## src/rtl/tensor_pkg.sv

```systemverilog
// Shared types and constants for the tensor-block weight loader.
//   LANES / DW / ROWS : row geometry (10 int8 lanes, 3 rows per bank set)
//   ROW_W             : bits per row
//   IDX_W / LAST_IDX  : row index width and index of the final row of a set
//   bank_state_t      : per-bank lifecycle
//   emit_state_t      : load-sequence emitter phases
//   row_t             : one weight row
package tensor_pkg;

  localparam int LANES = 10;
  localparam int DW    = 8;
  localparam int ROWS  = 3;
  localparam int ROW_W = LANES * DW;
  localparam int IDX_W = $clog2(ROWS);

  localparam logic [IDX_W-1:0] LAST_IDX = IDX_W'(ROWS - 1);

  typedef logic [ROW_W-1:0] row_t;

  typedef enum logic [2:0] {
    EMPTY,
    FILLING,
    PENDING,
    LOADING,
    LOADED
  } bank_state_t;

  typedef enum logic [2:0] {
    IDLE,
    LEAD,
    D0,
    D1,
    D2
  } emit_state_t;

  // A bank can take rows only while it is empty or partially filled.
  function automatic logic can_accept(input bank_state_t st);
    return (st == EMPTY) || (st == FILLING);
  endfunction

endpackage

```

## src/rtl/tensor_row_set_buf.sv

```systemverilog
// Three-row register file for one weight bank.
// Rows are written in order 0..ROWS-1 by an internal write index that wraps
// after the last row, so every set starts at row 0. Reset clears the index,
// which discards any partially written set.
//   clk, rst_n : clock, synchronous active-low reset
//   i_we       : write the row on i_data at the current index
//   i_data     : incoming row
//   o_wr_idx   : index the next write will use
//   o_rows     : all stored rows, row r at [r*ROW_W +: ROW_W]
module tensor_row_set_buf
  import tensor_pkg::*;
(
  input  logic                    clk,
  input  logic                    rst_n,
  input  logic                    i_we,
  input  logic [ROW_W-1:0]        i_data,
  output logic [IDX_W-1:0]        o_wr_idx,
  output logic [ROWS*ROW_W-1:0]   o_rows
);

  logic [IDX_W-1:0] r_wr_idx;
  row_t             r_rows [ROWS];

  // NOTE: sequential state uses non-blocking assignments so every register
  // samples pre-edge values regardless of statement order.
  always_ff @(posedge clk) begin
    if (!rst_n) begin
      r_wr_idx <= '0;
    end else if (i_we) begin
      r_wr_idx <= (r_wr_idx == LAST_IDX) ? '0 : r_wr_idx + IDX_W'(1);
    end
  end

  // NOTE: row storage has no reset; it is only read after a full set has
  // been written, so clearing it would cost reset fan-out for nothing.
  always_ff @(posedge clk) begin
    if (i_we) begin
      r_rows[r_wr_idx] <= i_data;
    end
  end

  assign o_wr_idx = r_wr_idx;

  for (genvar g = 0; g < ROWS; g++) begin : g_row
    assign o_rows[g*ROW_W +: ROW_W] = r_rows[g];
  end

endmodule

```

## src/rtl/tensor_bank_loader.sv

```systemverilog
// Weight feeder for the tensor-block column array. Rows arrive on a
// valid/ready stream and fill two ping-ponged banks of three rows; each full
// bank is replayed to the tensor block as a contiguous load sequence.
//   clk, rst_n   : clock, synchronous active-low reset
//   s_valid      : input row valid
//   s_ready      : row accepted when s_valid && s_ready
//   s_data       : input row, lane 0 in bits [7:0]
//   bank_release : per-bank pulse from compute side, frees a LOADED bank
//   load_bank_1  : bank-1 load strobe (data follows next cycle)
//   load_bank_2  : bank-2 load strobe
//   cascade_in   : row data to the tensor block
//   bank_loaded  : bank holds loaded weights
// Bank index 0 is bank 1, index 1 is bank 2. All outputs are registered.
module tensor_bank_loader
  import tensor_pkg::*;
(
  input  logic               clk,
  input  logic               rst_n,
  input  logic               s_valid,
  output logic               s_ready,
  input  logic [ROW_W-1:0]   s_data,
  input  logic [1:0]         bank_release,
  output logic               load_bank_1,
  output logic               load_bank_2,
  output logic [ROW_W-1:0]   cascade_in,
  output logic [1:0]         bank_loaded
);

  bank_state_t r_bank_st [2];
  bank_state_t w_bank_st_nxt [2];
  emit_state_t r_emit, w_emit_nxt;
  logic        r_wr_bank, w_wr_bank_nxt;
  logic        r_rd_bank, w_rd_bank_nxt;
  // Set while D2 of one bank doubles as LEAD of the other bank.
  logic        r_chain, w_chain_nxt;
  logic [1:0]  w_start;
  logic [1:0]  w_done;

  logic                  w_accept;
  logic [1:0]            w_we;
  logic [IDX_W-1:0]      w_wr_idx [2];
  logic [IDX_W-1:0]      w_cur_idx;
  logic [ROWS*ROW_W-1:0] w_rows [2];
  logic [ROWS*ROW_W-1:0] w_sel_rows;

  logic       r_s_ready, w_s_ready_nxt;
  logic [1:0] r_load, w_load_nxt;
  row_t       r_cascade, w_cascade_nxt;
  logic [1:0] r_loaded, w_loaded_nxt;

  assign w_accept  = s_valid && r_s_ready;
  assign w_cur_idx = w_wr_idx[r_wr_bank];
  assign w_we[0]   = w_accept && (r_wr_bank == 1'b0);
  assign w_we[1]   = w_accept && (r_wr_bank == 1'b1);

  for (genvar g = 0; g < 2; g++) begin : g_bank
    tensor_row_set_buf u_buf (
      .clk      (clk),
      .rst_n    (rst_n),
      .i_we     (w_we[g]),
      .i_data   (s_data),
      .o_wr_idx (w_wr_idx[g]),
      .o_rows   (w_rows[g])
    );
  end

  // State register: emitter, bank states, pointers and output registers.
  always_ff @(posedge clk) begin
    if (!rst_n) begin
      r_emit    <= IDLE;
      r_chain   <= 1'b0;
      r_wr_bank <= 1'b0;
      r_rd_bank <= 1'b0;
      for (int b = 0; b < 2; b++) begin
        r_bank_st[b] <= EMPTY;
      end
      r_s_ready <= 1'b0;
      r_load    <= '0;
      r_cascade <= '0;
      r_loaded  <= '0;
    end else begin
      r_emit    <= w_emit_nxt;
      r_chain   <= w_chain_nxt;
      r_wr_bank <= w_wr_bank_nxt;
      r_rd_bank <= w_rd_bank_nxt;
      for (int b = 0; b < 2; b++) begin
        r_bank_st[b] <= w_bank_st_nxt[b];
      end
      r_s_ready <= w_s_ready_nxt;
      r_load    <= w_load_nxt;
      r_cascade <= w_cascade_nxt;
      r_loaded  <= w_loaded_nxt;
    end
  end

  // Emitter next state. rd_bank names the bank being emitted from LEAD to
  // D2 and only advances when D2 is left. The follow-on bank is checked in
  // D1 so its LEAD strobe lands in the same cycle as the current D2 row.
  always_comb begin
    // NOTE: every combinational output gets a default first so no path
    // leaves it unassigned, which would infer a latch.
    w_emit_nxt    = r_emit;
    w_rd_bank_nxt = r_rd_bank;
    w_chain_nxt   = 1'b0;
    w_start       = '0;
    w_done        = '0;
    case (r_emit)
      IDLE: begin
        if (r_bank_st[r_rd_bank] == PENDING) begin
          w_emit_nxt         = LEAD;
          w_start[r_rd_bank] = 1'b1;
        end
      end
      LEAD: w_emit_nxt = D0;
      D0:   w_emit_nxt = D1;
      D1: begin
        w_emit_nxt = D2;
        if (r_bank_st[~r_rd_bank] == PENDING) begin
          w_chain_nxt         = 1'b1;
          w_start[~r_rd_bank] = 1'b1;
        end
      end
      D2: begin
        w_done[r_rd_bank] = 1'b1;
        w_rd_bank_nxt     = ~r_rd_bank;
        if (r_chain) begin
          w_emit_nxt = D0;
        end else if (r_bank_st[~r_rd_bank] == PENDING) begin
          w_emit_nxt          = LEAD;
          w_start[~r_rd_bank] = 1'b1;
        end else begin
          w_emit_nxt = IDLE;
        end
      end
      default: w_emit_nxt = IDLE;
    endcase
  end

  // Bank next state. Accept, emit and release each require a distinct
  // current state, so they never compete for the same bank.
  always_comb begin
    w_wr_bank_nxt = r_wr_bank;
    if (w_accept && (w_cur_idx == LAST_IDX)) begin
      w_wr_bank_nxt = ~r_wr_bank;
    end
    for (int b = 0; b < 2; b++) begin
      w_bank_st_nxt[b] = r_bank_st[b];
      if (w_we[b] && (w_cur_idx == '0)) begin
        w_bank_st_nxt[b] = FILLING;
      end
      if (w_we[b] && (w_cur_idx == LAST_IDX)) begin
        w_bank_st_nxt[b] = PENDING;
      end
      if (w_start[b]) begin
        w_bank_st_nxt[b] = LOADING;
      end
      if (w_done[b]) begin
        w_bank_st_nxt[b] = LOADED;
      end
      if (bank_release[b] && (r_bank_st[b] == LOADED)) begin
        w_bank_st_nxt[b] = EMPTY;
      end
    end
  end

  // Output decode from next state, so the registered outputs line up with
  // the state the machine enters on the same edge.
  always_comb begin
    w_s_ready_nxt = can_accept(w_bank_st_nxt[w_wr_bank_nxt]);
    w_sel_rows    = w_rows[w_rd_bank_nxt];
    for (int b = 0; b < 2; b++) begin
      w_loaded_nxt[b] = (w_bank_st_nxt[b] == LOADED);
      w_load_nxt[b]   = ((w_emit_nxt == LEAD || w_emit_nxt == D0 || w_emit_nxt == D1)
                         && (w_rd_bank_nxt == b[0]))
                     || ((w_emit_nxt == D2) && w_chain_nxt && (w_rd_bank_nxt != b[0]));
    end
    case (w_emit_nxt)
      D0:      w_cascade_nxt = w_sel_rows[0*ROW_W +: ROW_W];
      D1:      w_cascade_nxt = w_sel_rows[1*ROW_W +: ROW_W];
      D2:      w_cascade_nxt = w_sel_rows[2*ROW_W +: ROW_W];
      default: w_cascade_nxt = '0;
    endcase
  end

  assign s_ready     = r_s_ready;
  assign load_bank_1 = r_load[0];
  assign load_bank_2 = r_load[1];
  assign cascade_in  = r_cascade;
  assign bank_loaded = r_loaded;

endmodule

```

## config.mk

```make
export PLATFORM = sky130hd
export DESIGN_NAME = tensor_bank_loader
export DESIGN_NICKNAME = d
export VERILOG_FILES = /design/src/rtl/tensor_pkg.sv /design/src/rtl/tensor_row_set_buf.sv /design/src/rtl/tensor_bank_loader.sv
export SDC_FILE = /design/constraint.sdc
export NUM_CORES = 1
export LEC_CHECK = 0
export CORE_ASPECT_RATIO = 1.75
export CORE_MARGIN = 8
export CORE_UTILIZATION = 45
export DETAILED_ROUTE_END_ITERATION = 6
export PLACE_DENSITY = 0.63
export SETUP_SLACK_MARGIN = 0.2
export SLEW_MARGIN = 20
export SYNTH_ARGS = -nofsm -noshare
export SYNTH_HDL_FRONTEND = slang
export SYNTH_SLANG_ARGS = --single-unit
```

## constraint.sdc

```tcl
create_clock -name clk -period 13.2 [get_ports clk]
set_clock_uncertainty 0.15 [all_clocks]
set_input_delay 1.32 -clock clk [delete_from_list [all_inputs] [get_ports clk]]
set_output_delay 1.32 -clock clk [all_outputs]
set_load 0.02 [all_outputs]
```

==> metrics.md, run 1 <==
| Metric | Value |
|---|---|
| Clk pwr share | `39.8%` |
| Critical Path, Cell by Cell | `nor2_1 -> and2_1 -> ha_4 -> buf_4 -> buf_12 -> mux2i_1 -> o22ai_1 -> a21oi_1 -> nor2_1` |
| Count of final max-slew check failures | `0` |
| Routed WL | `45.75 mm` |
| CP Max Fanout | `148` |
| Drt wl/cell | `22.25 um` |
| H-tree depth | `2` |
| Die X | `181.1 um` |
| Hold WC Path Type | `reg2reg` |
| Residual DRC | `0` |
| Clock Sink Count | `582` |
| Max-slew headroom at the worst pin | `29.15%` |
| Mapped cell area | `21460 um2` |
| DR vias/cell | `5.429` |
| Via count | `11161` |
| I/O Buffers | `169` |
| Critical path launch point type | `register` |
| Period Utilization, post-route | `34.20%` |
| Crit-path leading delay family | `buffers and inverters` |
| Clk Latency, worst-skew pair | `0.56 ns` |
| Post-route minimum period | `4.514 ns` |
| Top achievable clock speed | `221.5 MHz` |
| CTS Buf Count | `49` |
| Pwr Density | `140.4 nW/um2` |
| Lkg Pwr | `0.009029 uW` |
| Antenna violations before repair | `5` |
| Final Hold Viols | `0` |
| EDFF count, synth | `480` |
| Non-Filler Instances | `2056` |
| CP max stage cell | `buf_4` |
| Largest family of logic cells by synthesized area | `multiplexers` |
| Layout cells sized above 1 | `15.35%` |
| CTS max path bufs | `3` |
| Vias in the first global route | `11759` |
| Critical path endpoint category | `register` |
| Post-CTS Setup Bufs | `0` |
| First-pass GRT wire length | `69.31 mm` |
| MaxCap Viol Count | `0` |
| CTS Hold Bufs | `0` |
| Critical Path RT | `13.46 ns` |
| Synth Area in Compound Gates | `5.544%` |
| Core area | `47480 um2` |
| Die H | `304.9 um` |
| Nets | `1507` |
| Ports | `170` |
| CP arrival | `4.78 ns` |
| Initial Util | `45.21%` |
| Power share of the combinational group | `3.2%` |
| Synth warnings | `0` |
| Fillers | `3823` |
| GRT Overall Usage | `16.23%` |
| Setup violators final | `0` |
| Pin slew with the least headroom to its limit | `1.063 ns` |
| Post-Route Setup TNS | `0 ns` |
| Worst setup path class | `reg2reg` |
| TritonCTS clock tree | `done` |
| Syn Inst Count | `1250` |
| Ys async rst share | `0%` |
| Status | `completed` |
| Mux contribution to synthesized area | `11.71%` |
| First-pass detailed-route iteration total | `5` |
| Post-synth cell types | `52` |
| RSZ-0062 raised after global routing | `false` |
| Cell Area, Placed | `23660 um2` |
| Switching Share | `19.55%` |
| Post-Synth XOR/XNOR Area | `0%` |
| CP max stage delay | `0.84 ns` |
| Register area share after synthesis | `76.67%` |
| ANT nets after route | `0` |
| Gp weighted congestion | `0.7296` |
| GRT overflow | `0` |
| Largest net degree at the start of global routing | `149` |
| Switching power | `693.0 uW` |
| Clock Tree Root | `clkbuf_16` |
| Clock Pin Slew Worst Setup and Hold Paths | `0.07 ns` |
| Sequential share of power | `57.0%` |
| Core Util, Final | `53.17%` |
| Syn Nets | `1337` |
| Post-Synth Adder-Cell Area | `0.1166%` |
| Iter 0 DRT Violations | `624` |
| Detailed Place HPWL | `25.89 mm` |
| Ys flop type | `edfxtp_1` |
| Full die area | `55220 um2` |
| Flop and latch count out of synthesis | `582` |
| FP Rows | `106` |
| Critical Path Most Common Cell | `nor2_1` |
| Post-CTS resize count | `0` |
| Number of cells after detailed placement | `1963` |
| P_int | `2852 uW` |
| Syn_area_per_cell | `17.17 um2` |
| Design Area, Final | `25250 um2` |
| Synthesis-to-finish area growth | `17.62%` |
| Worst-case vdd ir drop | `0.08853 mV` |
| Synth Area in Simple Gates | `3.824%` |
| CP bufs+invs | `2` |
[logic make-up (layout without fill, tap and decap cells)]
group,after synthesis,in the layout
flip-flops,582,582
multiplexers,241,241
AO/OA/AOI/OAI,199,199
AND/OR/NAND/NOR,150,150
buffers and inverters,76,285
adder cells (fa/ha/maj),2,2
other,0,3
[per-layer routing]
layer | vias up | global-route usage (%) | share of wire [%]
met5 | - | 0 | 0.059
met4 | 4 | 5.586 | 2.6
met3 | 63 | 3.110 | 4.7
met2 | 245 | 29.83 | 53
met1 | 5682 | 18.50 | 40
li1 | 5167 | - | -
[state kept, by name, indices dropped and copies added, names as in the netlist, named ones only]
register,count
g_bank.u_buf.r_rows,480
cascade_in,80
r_bank_st,6
g_bank.u_buf.o_wr_idx,4
r_emit,3
bank_loaded,2
r_load,2
r_chain,1
r_rd_bank,1
r_wr_bank,1
s_ready,1
[per-stage QoR]
stage | hold slack, ns | worst slack, ns | total power [uW]
floorplan | 0.3131 | 2.583 | 2116
detailed placement | 0.3650 | 8.697 | 2177
global placement | 0.3546 | 8.770 | 2172
CTS | 0.3770 | 8.715 | 3583
finish | 0.3786 | 8.686 | 3545
global route | 0.4231 | 8.372 | 3657
[power groups by stage]
stage	combinational [uW]	sequential, uW	clock, uW
after CTS	116	2020	1450
after global placement	113	2060	0
after floorplan	53.8	2060	0
final	114	2020	1410
after global routing	124	2020	1510
after detailed placement	116	2060	0
[cell type report]
type	instances	area, um2	area share (%)
antenna	3	7.507	0.02974
clock buffer	71	1389	5.501
clock inverter	19	188.9	0.7483
inverter	10	45.04	0.1784
multi-input combinational	592	4589	18.18
sequential	582	16460	65.18
tap	594	743.2	2.944
timing repair buffer	185	1828	7.241
[cells in the mapped netlist (all sizes together) (3+ instances only)]
cell	instances	share of area [%]
buf	58	1.8
a21oi	90	2.1
nor3	6	0.14
edfxtp	480	67
and2	4	0.12
clkbuf	8	0.14
dfxtp	102	9.5
nand2b	5	0.15
inv	9	0.16
o2111ai	3	0.12
nand3b	4	0.14
o21ai	5	0.12
mux2i	161	7.5
a311oi	3	0.15
nand2	12	0.21
o21a	3	0.10
nor4b	3	0.15
o22ai	82	2.4
nor3b	5	0.17
o211ai	3	0.10
nor2	94	2.1
mux2	80	4.2
nand3	3	0.070
[worst min-delay path: stages (launching register included)]
cell     delay [ns]
dfxtp_1        0.35
nand2_1        0.07
a21oi_1        0.06
[worst paths after layout]
check / start / slack [ns] / depth (start not counted) / endpoint
max: r_emit[1]$_SDFF_PN0_ / 8.69 / 9 / cascade_in[13]$_SDFF_PN0_
min: g_bank[1].u_buf.o_wr_idx[1]$_SDFFE_PN0N_ / 0.38 / 2 / g_bank[1].u_buf.o_wr_idx[1]$_SDFFE_PN0N_
max reg2reg: r_emit[1]$_SDFF_PN0_ / 8.69 / 9 / cascade_in[13]$_SDFF_PN0_
min reg2reg: g_bank[1].u_buf.o_wr_idx[1]$_SDFFE_PN0N_ / 0.38 / 2 / g_bank[1].u_buf.o_wr_idx[1]$_SDFFE_PN0N_
[cell usage in the layout, fill, tap and decap left out, types with 40 or more instances in the layout]
master and n:
a21oi_1 89, clkbuf_16 49, nor2_1 53, dfxtp_1 102, o22ai_1 82, edfxtp_1 480, nor2_2 40, clkdlybuf4s50_1 169
mux2i_1 161, mux2_2 80
Power figures use the tool's default switching activity.
==> run 2: changes to the inputs <==
==> constraint.sdc (replaced) <==
create_clock -name clk -period 4.65 [get_ports clk]
set_clock_uncertainty 0.15 [all_clocks]
set_input_delay 0.465 -clock clk [delete_from_list [all_inputs] [get_ports clk]]
set_output_delay 0.465 -clock clk [all_outputs]
set_load 0.02 [all_outputs]
==> run 2 against run 1 <==
Power rose to 2.9 times the previous value. Core utilization up 0.45 points. Final cell count up 0.39%. Worst hold slack worse by 0.0016 ns. Critical endpoint is now cascade_in[75]$_SDFF_PN0_. Highest routed layer unchanged.
==> metrics.md, run 2 (same netlist as run 1, synthesis figures left out) <==
| Metric | Value |
|---|---|
| Most common cell after layout, fill and taps aside | `edfxtp_1` |
| Setup violators final | `0 (unchanged)` |
| Clk pwr share | `40.8% (+1.0 points)` |
| Layout cells sized above 1 | `15.74% (+0.38 points)` |
| Power share of the combinational group | `3.2% (about the same)` |
| CTS Hold Bufs | `0 (unchanged)` |
| Clock Tree Root | `clkbuf_16` |
| H-tree depth | `2 (unchanged)` |
| Core area | `47480 um2 (unchanged)` |
| GRT Overall Usage | `16.27% (+0.041 points)` |
| Antenna violations before repair | `4 (-1)` |
| Lkg Pwr | `0.009132 uW (+1.1%)` |
| Reg2Reg Setup Slack | `1.55 ns (-7.14 ns)` |
| Met2 wire len | `24.65 mm (+1.4%)` |
| Cell Area, Placed | `23810 um2 (+0.61%)` |
| Largest Register | `g_bank.u_buf.r_rows` |
| Ports | `170 (unchanged)` |
| P_int | `8212 uW (+190%)` |
| Post-CTS Setup Bufs | `0 (unchanged)` |
| Post-CTS resize count | `0 (unchanged)` |
| Die X | `181.1 um (unchanged)` |
| CP bufs+invs | `1 (-1)` |
| Hold WC Path Type | `reg2reg` |
| Critical Path, Cell by Cell | `nor2_1 -> and2_1 -> ha_4 -> buf_4 -> mux2_2 -> a21oi_1 -> nor2_2` |
| Hold_ws | `0.3770 ns (-0.001582 ns)` |
| Vias in the first global route | `11793 (+0.29%)` |
| Nets | `1514 (+0.46%)` |
| Drt wl/cell | `22.23 um (about the same)` |
| CTS max path bufs | `3 (unchanged)` |
| Routed WL | `45.89 mm (+0.32%)` |
| Status | `completed` |
| Clock Sink Count | `582 (unchanged)` |
| CP max stage cell | `dfxtp_1` |
| WL met3 | `2.002 mm (-6.7%)` |
| Switching Share | `19.78% (+0.23 points)` |
| TritonCTS clock tree | `done` |
| Full die area | `55220 um2 (unchanged)` |
| Worst setup path class | `reg2reg` |
| Residual DRC | `0 (unchanged)` |
| Pwr Density | `402.1 nW/um2 (+190%)` |
| Highest Signal Layer | `met5` |
| Critical path endpoint category | `register` |
| Clk Latency, worst-skew pair | `0.58 ns (+0.02 ns)` |
| Iter 0 DRT Violations | `708 (+13%)` |
| Max-slew headroom at the worst pin | `33.77% (+4.6 points)` |
| RSZ-0062 raised after global routing | `false` |
| First-pass detailed-route iteration total | `5 (unchanged)` |
| Post-route minimum period | `3.104 ns (-1.410 ns)` |
| Final Hold Viols | `0 (unchanged)` |
| Switching power | `2025 uW (+190%)` |
| Gp weighted congestion | `0.7347 (+0.70%)` |
| Via count | `11155 (-0.054%)` |
| CP max stage delay | `0.66 ns (-0.18 ns)` |
| CTS Buf Count | `50 (+2.0%)` |
| Synthesis-to-finish area growth | `18.61%` |
| DR vias/cell | `5.405 (-0.44%)` |
| GRT overflow | `0 (unchanged)` |
| CP Max Fanout | `30 (-80%)` |
| Worst-case vdd ir drop | `0.3407 mV (+280%)` |
| Critical path launch point type | `register` |
| Post-Route Setup TNS | `0 ns (unchanged)` |
| WL met1 | `18.20 mm (+0.60%)` |
| Total chip power | `10240 uW (+190%)` |
| Pin slew with the least headroom to its limit | `0.9934 ns (-0.06924 ns)` |
| MaxCap Viol Count | `0 (unchanged)` |
| Design Area, Final | `25460 um2 (+0.84%)` |
| Crit-path leading delay family | `flip-flops` |
| Sequential share of power | `56.0% (-1.0 points)` |
| Initial Util | `45.21% (unchanged)` |
| Die H | `304.9 um (unchanged)` |
| Commonest cells after routing, fill and taps aside | `edfxtp_1 (480), clkdlybuf4s50_1 (169), mux2i_1 (161)` |
| Count of final max-slew check failures | `0 (unchanged)` |
| First-pass GRT wire length | `69.43 mm (+0.18%)` |
| CP arrival | `3.38 ns (-1.40 ns)` |
| Top achievable clock speed | `322.2 MHz (+45%)` |
| Core Util, Final | `53.62% (+0.45 points)` |
| I/O Buffers | `169 (unchanged)` |
| FP Rows | `106 (unchanged)` |
| Critical Path RT | `4.93 ns (-8.53 ns)` |
| Fillers | `3784 (-1.0%)` |
| Clock Pin Slew Worst Setup and Hold Paths | `0.07 ns (about the same)` |
| Max reg flops | `480 (unchanged)` |
| Detailed Place HPWL | `25.87 mm (about the same)` |
| Largest net degree at the start of global routing | `83 (-44%)` |
| ANT nets after route | `0 (unchanged)` |
| Period Utilization, post-route | `66.75% (+33 points)` |
[run 2: cell count changes in the layout (fill, tap and decap cells not counted)]
cell        delta
nor3_4         +1
nor4b_4        +1
clkbuf_1       -1
clkbuf_16      +2
diode_2        -1
inv_6          +3
nor3_2         -1
bufinv_16      +1
buf_6          -1
nor4b_2        -1
clkbuf_8       -1
clkinv_1       +3
buf_12         +7
clkinvlp_4     -4
[run 2: metal layers]
layer  track usage, %  vias to the layer above
li1                 -                     5200
met1            18.49                     5632
met2            30.32                      253
met3            2.848                       68
met4            5.261                        2
met5                0                        -
[run 2: power groups by stage]
stage / registers [uW] / logic (uW) / clock network [uW]
4_1_cts: 5740 / 333 / 4270
5_1_grt: 5740 / 356 / 4460
3_3_place_gp: 5850 / 321 / 0
6_report: 5740 / 325 / 4170
2_1_floorplan: 5850 / 154 / 0
3_5_place_dp: 5850 / 331 / 0
[run 2: through the flow]
step                      worst slack [ns]  std cells
after global placement               1.575       1969
after floorplan                     0.7535       1250
final                                1.546       2064
after CTS                            1.549       2062
after detailed placement             1.545       1969
after global routing                 1.339       2064
[run 2: cell type report]
cell class                 count  area, um2  share of cell area (%)
tap                          594      743.2                   2.919
clock inverter                22      226.5                  0.8896
antenna                        2      5.005                 0.01966
inverter                      10      45.04                  0.1769
timing repair buffer         191       1957                   7.687
multi-input combinational    592       4604                   18.09
sequential                   582      16460                   64.64
clock buffer                  71       1421                   5.583
[run 2: worst register-to-register path, stage by stage, from the launching register on]
cell	delay [ns]
dfxtp_1	0.66
nor2_1	0.13
and2_1	0.23
ha_4	0.61
buf_4	0.53
mux2_2	0.41
a21oi_1	0.20
nor2_2	0.05
[run 2: worst paths after layout]
path | cells past startpoint | from | endpoint
hold / removal | 2 | g_bank[1].u_buf.o_wr_idx[1]$_SDFFE_PN0N_ | g_bank[1].u_buf.o_wr_idx[1]$_SDFFE_PN0N_
hold reg to reg | 2 | g_bank[1].u_buf.o_wr_idx[1]$_SDFFE_PN0N_ | g_bank[1].u_buf.o_wr_idx[1]$_SDFFE_PN0N_
setup / recovery | 7 | r_emit[1]$_SDFF_PN0_ | cascade_in[75]$_SDFF_PN0_
setup reg to reg | 7 | r_emit[1]$_SDFF_PN0_ | cascade_in[75]$_SDFF_PN0_
==> run 3: changes to the inputs <==
==> constraint.sdc (replaced) <==
create_clock -name clk -period 3.17 [get_ports clk]
set_clock_uncertainty 0.15 [all_clocks]
set_input_delay 0.317 -clock clk [delete_from_list [all_inputs] [get_ports clk]]
set_output_delay 0.317 -clock clk [all_outputs]
set_load 0.02 [all_outputs]
==> run 3 against run 2 <==
First-iteration DRC count down 12%. Die area unchanged. Sequential power up 47%. Largest power group unchanged. Critical endpoint is now cascade_in[22]$_SDFF_PN0_. Power up 44%. Global-route usage up 0.41 points. Combinational power up 56%. Largest cell class unchanged. Register-to-register slack worse by 1.1 ns. Cell area up 0.96%. Worst setup slack worse by 1.1 ns. Fmax up 12%. Sequential share of layout area down 0.60 points. Non-clock buffer count up 16.
==> metrics.md, run 3 (same netlist as run 1, synthesis figures left out) <==
| Metric | Value |
|---|---|
| CTS Buf Count | `49 (-2.0%)` |
| First-pass GRT wire length | `71.21 mm (+2.6%)` |
| Count of final max-slew check failures | `0 (unchanged)` |
| Full die area | `55220 um2 (unchanged)` |
| Top achievable clock speed | `360.8 MHz (+12%)` |
| Lkg Pwr | `0.009237 uW (+1.2%)` |
| H-tree depth | `2 (unchanged)` |
| FP Rows | `106 (unchanged)` |
| Gp weighted congestion | `0.7695 (+4.7%)` |
| Clock Tree Root | `clkbuf_16` |
| Clock Pin Slew Worst Setup and Hold Paths | `0.07 ns (about the same)` |
| Worst-case vdd ir drop | `0.4431 mV (+30%)` |
| Clk Latency, worst-skew pair | `0.57 ns (about the same)` |
| RSZ-0062 raised after global routing | `false` |
| Layout cells sized above 1 | `16.77% (+1.0 points)` |
| Residual DRC | `0 (unchanged)` |
| CP arrival | `3.06 ns (-0.32 ns)` |
| GRT overflow | `0 (unchanged)` |
| Status | `completed` |
| Largest Register | `g_bank.u_buf.r_rows` |
| Nets | `1529 (+0.99%)` |
| GRT Overall Usage | `16.67% (+0.41 points)` |
| Critical Path RT | `3.46 ns (-1.47 ns)` |
| Synthesis-to-finish area growth | `19.74%` |
| Final Hold Viols | `0 (unchanged)` |
| Iter 0 DRT Violations | `621 (-12%)` |
| Reg2Reg Setup Slack | `0.40 ns (-1.15 ns)` |
| ANT nets after route | `0 (unchanged)` |
| Detailed Place HPWL | `26.97 mm (+4.2%)` |
| Hold_ws | `0.2607 ns (-0.1164 ns)` |
| Antenna violations before repair | `5 (+1)` |
| Vias in the first global route | `11956 (+1.4%)` |
| CTS Hold Bufs | `0 (unchanged)` |
| Post-CTS resize count | `0 (unchanged)` |
| Pwr Density | `574.8 nW/um2 (+43%)` |
| Largest net degree at the start of global routing | `56 (-33%)` |
| CTS max path bufs | `3 (unchanged)` |
| Core area | `47480 um2 (unchanged)` |
| Post-CTS Setup Bufs | `0 (unchanged)` |
| MaxCap Viol Count | `0 (unchanged)` |
| First-pass detailed-route iteration total | `5 (unchanged)` |
| Max-slew headroom at the worst pin | `55.56% (+22 points)` |
| CP Max Fanout | `27 (-10%)` |
| Setup violators final | `0 (unchanged)` |
| Hold Path Depth | `3 (+1)` |
| Hold WC Path Type | `in2reg` |
| Post-route minimum period | `2.772 ns (-0.3319 ns)` |
| Initial Util | `45.21% (unchanged)` |
| Worst setup path class | `reg2reg` |
| Clock Sink Count | `582 (unchanged)` |
| Non-Filler Instances | `2077 (+0.63%)` |
| Die X | `181.1 um (unchanged)` |
| Period Utilization, post-route | `87.44% (+21 points)` |
| Commonest cells after routing, fill and taps aside | `edfxtp_1 (480), clkdlybuf4s50_1 (169), mux2i_1 (161)` |
| Drt wl/cell | `22.52 um (+1.3%)` |
| Routed WL | `46.78 mm (+1.9%)` |
| I/O Buffers | `169 (unchanged)` |
| Max reg flops | `480 (unchanged)` |
| Critical path endpoint category | `register` |
| TritonCTS clock tree | `done` |
| Number of cells after detailed placement | `1985 (+0.81%)` |
| R2R depth | `8 (+1)` |
| Most common cell after layout, fill and taps aside | `edfxtp_1` |
| Post-Route Setup TNS | `0 ns (unchanged)` |
| Ports | `170 (unchanged)` |
| Pin slew with the least headroom to its limit | `0.6666 ns (-0.3268 ns)` |
| Die H | `304.9 um (unchanged)` |
| Critical path launch point type | `register` |
| Via count | `11245 (+0.81%)` |
| DR vias/cell | `5.414 (+0.18%)` |
==> run 3: worst max-delay path, stage by stage, from the launching register on <==
cell and delay (ns):
dfxtp_1 0.60, nor2_1 0.12, and2_1 0.21, ha_4 0.44
buf_12 0.26, buf_12 0.19, mux2_2 0.34, a21oi_1 0.24
nor2_1 0.06
==> run 3: cell type report <==
type / count / area [um2]
fill: 3755 / 21780
sequential: 582 / 16460
multi-input combinational: 592 / 4612
timing repair buffer: 207 / 2277
clock buffer: 69 / 1373
tap: 594 / 743.2
clock inverter: 19 / 180.2
inverter: 10 / 47.55
antenna: 4 / 10.01
==> run 3: power by group <==
| part | internal (uW) | switching, uW |
|---|---|---|
| clock network | 3260 | 2590 |
| logic | 213 | 293 |
| registers | 8380 | 31.6 |
| total | 11900 | 2920 |
==> run 3: path summary, 6_finish.rpt <==
kind / endpoint / from
max: cascade_in[22]$_SDFF_PN0_ / r_emit[0]$_SDFF_PN0_
min: s_ready$_SDFF_PN0_ / bank_release[1]
max reg2reg: cascade_in[22]$_SDFF_PN0_ / r_emit[0]$_SDFF_PN0_
min reg2reg: g_bank[1].u_buf.o_wr_idx[1]$_SDFFE_PN0N_ / g_bank[1].u_buf.o_wr_idx[1]$_SDFFE_PN0N_
==> run 3: stage by stage <==
stage          util [%]  cell area, um2  setup WS (ns)  total power, uW
3_3_place_gp      50.84           24140         0.4324             9077
5_1_grt           54.13           25700         0.2268            15260
3_5_place_dp      50.84           24140         0.4172             9093
6_report          54.13           25700         0.3981            14770
2_1_floorplan         -           21520        -0.5599             8809
4_1_cts           54.11           25690         0.4020            14940
==> run 3: routing by layer <==
metal / wire length, um / track usage, %
met1: 18600 / 18.94
met2: 24840 / 30.80
met5: 13 / 0
met3: 1970 / 2.931
met4: 1361 / 6.026
